**config.mk**
```make
export PLATFORM = sky130hd
export DESIGN_NAME = top_entity
export DESIGN_NICKNAME = d
export VERILOG_FILES = /design/src/rtl/top_entity_pkg.sv /design/src/rtl/event_queue.sv /design/src/rtl/top_entity.sv
export SDC_FILE = /design/constraint.sdc
export NUM_CORES = 2
export LEC_CHECK = 0
export ABC_AREA = 1
export CORE_MARGIN = 3
export CORE_UTILIZATION = 40
export DETAILED_ROUTE_END_ITERATION = 6
export HOLD_SLACK_MARGIN = 0.12
export PLACE_DENSITY = 0.67
export SYNTH_ARGS = -nofsm -noshare
export SYNTH_HDL_FRONTEND = slang
export SYNTH_HIERARCHICAL = 1
export SYNTH_SLANG_ARGS = --single-unit
```
**constraint.sdc**
```tcl
create_clock -name clk -period 14.7 [get_ports clk]
set_clock_uncertainty 0.05 [all_clocks]
set_input_delay 2.94 -clock clk [delete_from_list [all_inputs] [get_ports clk]]
set_output_delay 2.94 -clock clk [all_outputs]
set_load 0.005 [all_outputs]
```
**src/rtl/top_entity_pkg.sv**
```systemverilog
// Shared types and constants for the stream evaluator: queue entry, 64-bit stream type, stream indices.
// Arithmetic helper saturates when SATURATE_EN is defined, wraps otherwise.
package top_entity_pkg;

    typedef logic signed [63:0] stream_t;

    localparam int PERIOD_CYCLES_DEF = 1000;
    localparam int QDEPTH_DEF        = 4;

    localparam int NUM_OUT = 7;
    localparam int S_OUT0  = 0;
    localparam int S_OUT1  = 1;
    localparam int S_OUT2  = 2;
    localparam int S_OUT3  = 3;
    localparam int S_OUT4  = 4;
    localparam int S_OUT5  = 5;
    localparam int S_OUT6  = 6;

    typedef struct packed {
        stream_t a;
        stream_t b;
        logic    has_a;
        logic    has_b;
        logic    tick;
    } q_entry_t;

    function automatic stream_t s_add(input stream_t x, input stream_t y);
        stream_t sum;
        sum = x + y;
`ifdef SATURATE_EN
        // Overflow only when both operands share a sign the result lost.
        if ((x[63] == y[63]) && (sum[63] != x[63]))
            sum = x[63] ? {1'b1, {63{1'b0}}} : {1'b0, {63{1'b1}}};
`endif
        return sum;
    endfunction

endpackage

```
**src/rtl/event_queue.sv**
```systemverilog
// Small FIFO of pending evaluation slots; a push into a full queue is accepted only
// when a pop frees an entry in the same cycle.
module event_queue
    import top_entity_pkg::*;
#(
    parameter int DEPTH = QDEPTH_DEF
) (
    input  logic     clk,
    input  logic     rst,
    input  logic     push,
    input  q_entry_t push_data,
    output logic     push_valid,
    input  logic     pop,
    output logic     pop_valid,
    output q_entry_t pop_data
);

    localparam int              AW    = (DEPTH > 1) ? $clog2(DEPTH) : 1;
    localparam logic [AW-1:0]   LAST  = AW'(DEPTH - 1);
    localparam logic [AW:0]     FULL  = (AW + 1)'(DEPTH);

    q_entry_t      mem [DEPTH];
    logic [AW-1:0] wr_ptr_reg;
    logic [AW-1:0] rd_ptr_reg;
    logic [AW:0]   count_reg;

    assign pop_valid  = pop && (count_reg != '0);
    assign push_valid = push && ((count_reg != FULL) || pop_valid);
    assign pop_data   = mem[rd_ptr_reg];

    always_ff @(posedge clk) begin
        if (push_valid)
            mem[wr_ptr_reg] <= push_data;
    end

    always_ff @(posedge clk) begin
        if (!rst) begin
            wr_ptr_reg <= '0;
            rd_ptr_reg <= '0;
            count_reg  <= '0;
        end else begin
            if (push_valid)
                wr_ptr_reg <= (wr_ptr_reg == LAST) ? '0 : wr_ptr_reg + 1'b1;
            if (pop_valid)
                rd_ptr_reg <= (rd_ptr_reg == LAST) ? '0 : rd_ptr_reg + 1'b1;
            case ({push_valid, pop_valid})
                2'b10:   count_reg <= count_reg + 1'b1;
                2'b01:   count_reg <= count_reg - 1'b1;
                default: count_reg <= count_reg;
            endcase
        end
    end

endmodule

```
**src/rtl/top_entity.sv**
```systemverilog
// Periodic/event-driven stream evaluator: tick counter, event queue and slot evaluator.
// Define SATURATE_EN for saturating adds instead of wrap-around.
module top_entity
    import top_entity_pkg::*;
#(
    parameter int PERIOD_CYCLES = PERIOD_CYCLES_DEF,
    parameter int QDEPTH        = QDEPTH_DEF
) (
    input  logic               clk,
    input  logic               rst,
    input  logic               en,
    input  logic signed [63:0] input_0,
    input  logic               new_input_0,
    input  logic signed [63:0] input_1,
    input  logic               new_input_1,
    output logic signed [63:0] output_0,
    output logic signed [63:0] output_1,
    output logic signed [63:0] output_2,
    output logic signed [63:0] output_3,
    output logic signed [63:0] output_4,
    output logic signed [63:0] output_5,
    output logic signed [63:0] output_6,
    output logic               output_0_aktv,
    output logic               output_1_aktv,
    output logic               output_2_aktv,
    output logic               output_3_aktv,
    output logic               output_4_aktv,
    output logic               output_5_aktv,
    output logic               output_6_aktv,
    output logic               q_push,
    output logic               q_pop,
    output logic               q_push_valid,
    output logic               q_pop_valid,
    output logic               pacing_in0,
    output logic               pacing_in1,
    output logic               pacing_out0_0,
    output logic               pacing_out1_0,
    output logic               pacing_out2_0,
    output logic               pacing_out3_0,
    output logic               pacing_out3_1,
    output logic               pacing_out4_0,
    output logic               pacing_out5_0,
    output logic               pacing_out6_0
);

    localparam int            CW       = (PERIOD_CYCLES > 1) ? $clog2(PERIOD_CYCLES) : 1;
    localparam logic [CW-1:0] CNT_LAST = CW'(PERIOD_CYCLES - 1);

    logic               active;
    logic               tick;
    logic [CW-1:0]      cnt_reg;
    logic               push;
    logic               push_valid;
    logic               pop_valid;
    q_entry_t           push_data;
    q_entry_t           head;
    logic               pa;
    logic               pb;
    logic               pt;
    stream_t            val_reg [NUM_OUT];
    stream_t            cur [NUM_OUT];
    logic [NUM_OUT-1:0] aktv_reg;
    logic [NUM_OUT-1:0] aktv_next;

    assign active = rst && en;
    assign tick   = active && (cnt_reg == CNT_LAST);

    always_ff @(posedge clk) begin
        if (!rst)
            cnt_reg <= '0;
        else if (en)
            cnt_reg <= tick ? '0 : cnt_reg + 1'b1;
    end

    assign push      = active && (new_input_0 || new_input_1 || tick);
    assign push_data = '{a: input_0, b: input_1, has_a: new_input_0,
                         has_b: new_input_1, tick: tick};

    event_queue #(
        .DEPTH (QDEPTH)
    ) u_queue (
        .clk        (clk),
        .rst        (rst),
        .push       (push),
        .push_data  (push_data),
        .push_valid (push_valid),
        .pop        (active),
        .pop_valid  (pop_valid),
        .pop_data   (head)
    );

    assign q_push       = push;
    assign q_pop        = active;
    assign q_push_valid = push_valid;
    assign q_pop_valid  = pop_valid;

    assign pa = pop_valid && head.has_a;
    assign pb = pop_valid && head.has_b;
    assign pt = pop_valid && head.tick;

    assign pacing_in0    = pa;
    assign pacing_in1    = pb;
    assign pacing_out0_0 = pa;
    assign pacing_out1_0 = pb;
    assign pacing_out2_0 = pa && pb;
    assign pacing_out3_0 = pa;
    assign pacing_out3_1 = pt;
    assign pacing_out4_0 = pt;
    assign pacing_out5_0 = pt;
    assign pacing_out6_0 = pt;

    // cur starts as the committed values and is overwritten stream by stream, so each
    // read sees this slot's result if already evaluated, else the last committed one.
    always_comb begin
        cur = val_reg;
        if (pa)
            cur[S_OUT0] = s_add(head.a, cur[S_OUT4]);
        if (pb)
            cur[S_OUT1] = s_add(head.b, cur[S_OUT0]);
        if (pa && pb)
            cur[S_OUT2] = s_add(cur[S_OUT0], cur[S_OUT1]);
        if (pa)
            cur[S_OUT3] = s_add(head.a, cur[S_OUT6]);
        else if (pt)
            cur[S_OUT3] = s_add(cur[S_OUT2], cur[S_OUT6]);
        if (pt) begin
            cur[S_OUT4] = s_add(cur[S_OUT3], 64'sd1);
            cur[S_OUT5] = s_add(cur[S_OUT4], cur[S_OUT4]);
            cur[S_OUT6] = s_add(cur[S_OUT5], cur[S_OUT1]);
        end
    end

    always_comb begin
        aktv_next         = '0;
        aktv_next[S_OUT0] = pa;
        aktv_next[S_OUT1] = pb;
        aktv_next[S_OUT2] = pa && pb;
        aktv_next[S_OUT3] = pa || pt;
        aktv_next[S_OUT4] = pt;
        aktv_next[S_OUT5] = pt;
        aktv_next[S_OUT6] = pt;
    end

    always_ff @(posedge clk) begin
        if (!rst) begin
            val_reg  <= '{default: '0};
            aktv_reg <= '0;
        end else if (en) begin
            val_reg  <= cur;
            aktv_reg <= aktv_next;
        end else begin
            aktv_reg <= '0;
        end
    end

    assign output_0 = val_reg[S_OUT0];
    assign output_1 = val_reg[S_OUT1];
    assign output_2 = val_reg[S_OUT2];
    assign output_3 = val_reg[S_OUT3];
    assign output_4 = val_reg[S_OUT4];
    assign output_5 = val_reg[S_OUT5];
    assign output_6 = val_reg[S_OUT6];

    assign output_0_aktv = aktv_reg[S_OUT0] && en;
    assign output_1_aktv = aktv_reg[S_OUT1] && en;
    assign output_2_aktv = aktv_reg[S_OUT2] && en;
    assign output_3_aktv = aktv_reg[S_OUT3] && en;
    assign output_4_aktv = aktv_reg[S_OUT4] && en;
    assign output_5_aktv = aktv_reg[S_OUT5] && en;
    assign output_6_aktv = aktv_reg[S_OUT6] && en;

endmodule

```
==> metrics.txt <==
status complete, no violations; Most common cell on crit path o21ai_0; DRC viols 0; Unique masters post-synth between 70 and 80; most instantiated cells after synthesis nand2_1 (1431), inv_1 (1223), nor2_1 (1135); Top FF cell, synth edfxtp_1; ranking of synthesized cells by area edfxtp_1 (24%), dfxtp_1 (12%), nand2_1 (8.2%); antenna violations before repair 33; number of fill cells in the layout approximately 16000; Setup crit end kind flop; most frequent cell after synthesis nand2_1; GR peak layer met2; Slew HR 0.1705; Worst EP required 15300 ps; initial detailed-routing violation count 8138; TritonCTS clock tree yes; GPL Wtd Cong 1.128; Worst Hold Margin 442.8 ps; Final WS setup 594.2 ps; Place WS -1328 ps; cells after synthesis 9046; CP peak stage delay 490 ps; crit path buf inv count 11; first-pass GRT wire length 472.4 mm; core area 161700 sq um; area leader, netlist edfxtp_1; Syn Area/Cell 7.244 sq um; Die W 410.8 um; DP HPWL around 280 mm; drt wl/cell 27.85 um; # H-tree levels 3; f_max roughly 71 MHz; total power per unit cell area 102.1 nW/um^2; Startpoint Class flop; met1 Resource Use GR 0.5294; clock sink total approximately 930; Setup-failing EPs final 0; vias per inst 5.689; max_cap viols 0; length of the first detailed-routing pass in iterations 7; post-route ant nets 0; Hold WC Path Type reg -> reg; Longest Clk Path Bufs 3; total power 8.367 mW; share of cells above drive strength 1 0.1335; CP Max Fanout 15; Synth top area share 0.2401; Post-synth EDFFs 524; largest net degree at the start of global routing 169; clk slew on worst S/H paths 60 ps; Final Net Count 10630; setup TNS 0 ps; Static Leak 35.94 nW; IR drop worst, VDD 0.0001022 V; Post-Place Cell Area 77780 sq um; worst skew pair latency 770 ps; Crit-path slowest cell a21oi_1; IO Pins 602; final core utilization 0.5070; Layout Cells excl Fill 12360; Root Driver clkbuf_16; crit share post-route 0.9596; Row Count 147; GRT Util Overall 0.3929; Die Height 410.8 um; post-synthesis sequential area ratio 0.3647; post-route cell area 81970 sq um; DR vias between 70000 and 80000; Ys Warns 6; post-layout min period ~14000 ps; Total Routed Length ~340 mm; met3 GRT Util 0.06717; final hold violations 0; async set-or-reset flop fraction in the synthesized netlist 0; Max Slew Vio Count 0; Die ar. roughly 170000 sq um; Inserted Clock Buffers roughly 110; met2 Resource Use GR 0.6086; IO Port Bufs 600; Cell Area, Synth 65530 sq um; dpl cells 12140; area grow syn2layout 25.08%; Crit Path Class reg -> reg; Slew @ Worst Pin 1229 ps; via count of the first global-routing pass 65050; Net Count, Synth 9571; Starting Density 0.4053; GRT overflow 0; Largest Register u_queue/mem; crit path DAT around 15000 ps; CP delay by family, top compound AO/OA/AOI/OAI gates; Largest register FFs ~520; Yosys reg bits ~930
## power breakdown
group	leakage (nW)	switching [mW]	internal, mW	total, mW
Sequential	8.09	0.124	2.85	2.97
Clock	1.68	1.21	1.52	2.73
Combinational	26.2	1.72	0.940	2.66
Total	35.9	3.06	5.31	8.37
## what timing repair did
| item | CTS | global route |
|---|---|---|
| setup buffers | 9 | 8 |
| resized for setup | 21 | 129 |
| endpoints found under the setup margin | 16 | 22 |
| pin swaps | 5 | 10 |
| hold buffers | 0 | 0 |
## cell usage in the layout (no fill, tap or decap), types with 23 or more instances in the layout
cell | netlist | final
nand2_2 | 41 | 41
nand4_1 | 60 | 60
edfxtp_1 | 524 | 524
o211ai_1 | 52 | 52
o21bai_1 | 69 | 68
a31oi_1 | 113 | 107
nand2_1 | 1431 | 1429
a21oi_2 | 31 | 46
clkdlybuf4s50_1 | 0 | 598
ha_1 | 385 | 378
nand3_1 | 367 | 361
inv_1 | 1223 | 1208
o21ai_1 | 161 | 175
nand3b_1 | 24 | 24
dfxtp_1 | 408 | 406
buf_4 | 85 | 688
nor2_4 | 16 | 25
nor3_1 | 80 | 73
a21oi_1 | 896 | 879
xnor2_1 | 61 | 60
or2_2 | 82 | 82
nor2_1 | 1135 | 1114
clkbuf_16 | 0 | 106
nor2_2 | 53 | 65
inv_2 | 58 | 69
o21ai_2 | 16 | 28
o21ai_0 | 897 | 871
xor2_1 | 115 | 107
o22ai_1 | 134 | 124
nor3_2 | 16 | 23
a21o_1 | 26 | 26
## path summary, 6_finish.rpt
path                                 start                         to  slack, ps  cells after the start
setup / recovery                      flop  output_6[61]$_SDFFE_PN0P_        590                     70
hold / removal    output_2[2]$_SDFFE_PN0P_   output_2[2]$_SDFFE_PN0P_        440                      2
setup reg to reg                      flop  output_6[61]$_SDFFE_PN0P_        590                     70
hold reg to reg   output_2[2]$_SDFFE_PN0P_   output_2[2]$_SDFFE_PN0P_        440                      2
## logic make-up (layout without fill, tap and decap cells)
family	after synthesis	after routing	synth area share
and+or+nand+nor	3388	3388	0.2214
buffers and inverters	1639	2784	0.1016
xor gates and xnor gates	176	176	0.02352
adders and majority gates	392	392	0.07565
DFF	932	932	0.3647
AOI/OAI and AO/OA	2518	2518	0.2131
other	1	9	0.00005722
## final cells by class
| type | instances | area, sq um | share of cell area |
|---|---|---|---|
| Multi-Input combinational cell | 6475 | 35560 | 0.4339 |
| Sequential cell | 932 | 23910 | 0.2917 |
| Timing Repair Buffer | 1302 | 11410 | 0.1392 |
| Inverter | 1285 | 4846 | 0.05912 |
| Clock buffer | 129 | 2769 | 0.03378 |
| Tap cell | 2160 | 2703 | 0.03297 |
| Clock inverter | 68 | 748.2 | 0.009128 |
| Antenna cell | 8 | 20.02 | 0.0002442 |
## worst min-delay path, stage by stage, from the launching register on
cell,delay [ps]
dfxtp_1,320
inv_1,60
a211oi_1,60
## per-layer routing
metal,vias up,share of wire,wire length [um]
met2,3613,0.43,149500
met3,568,0.093,32010
met5,-,0.000081,28
li1,32620,-,-
met4,4,0.057,19660
met1,33510,0.42,143000
(Power assumes the default switching activity.)
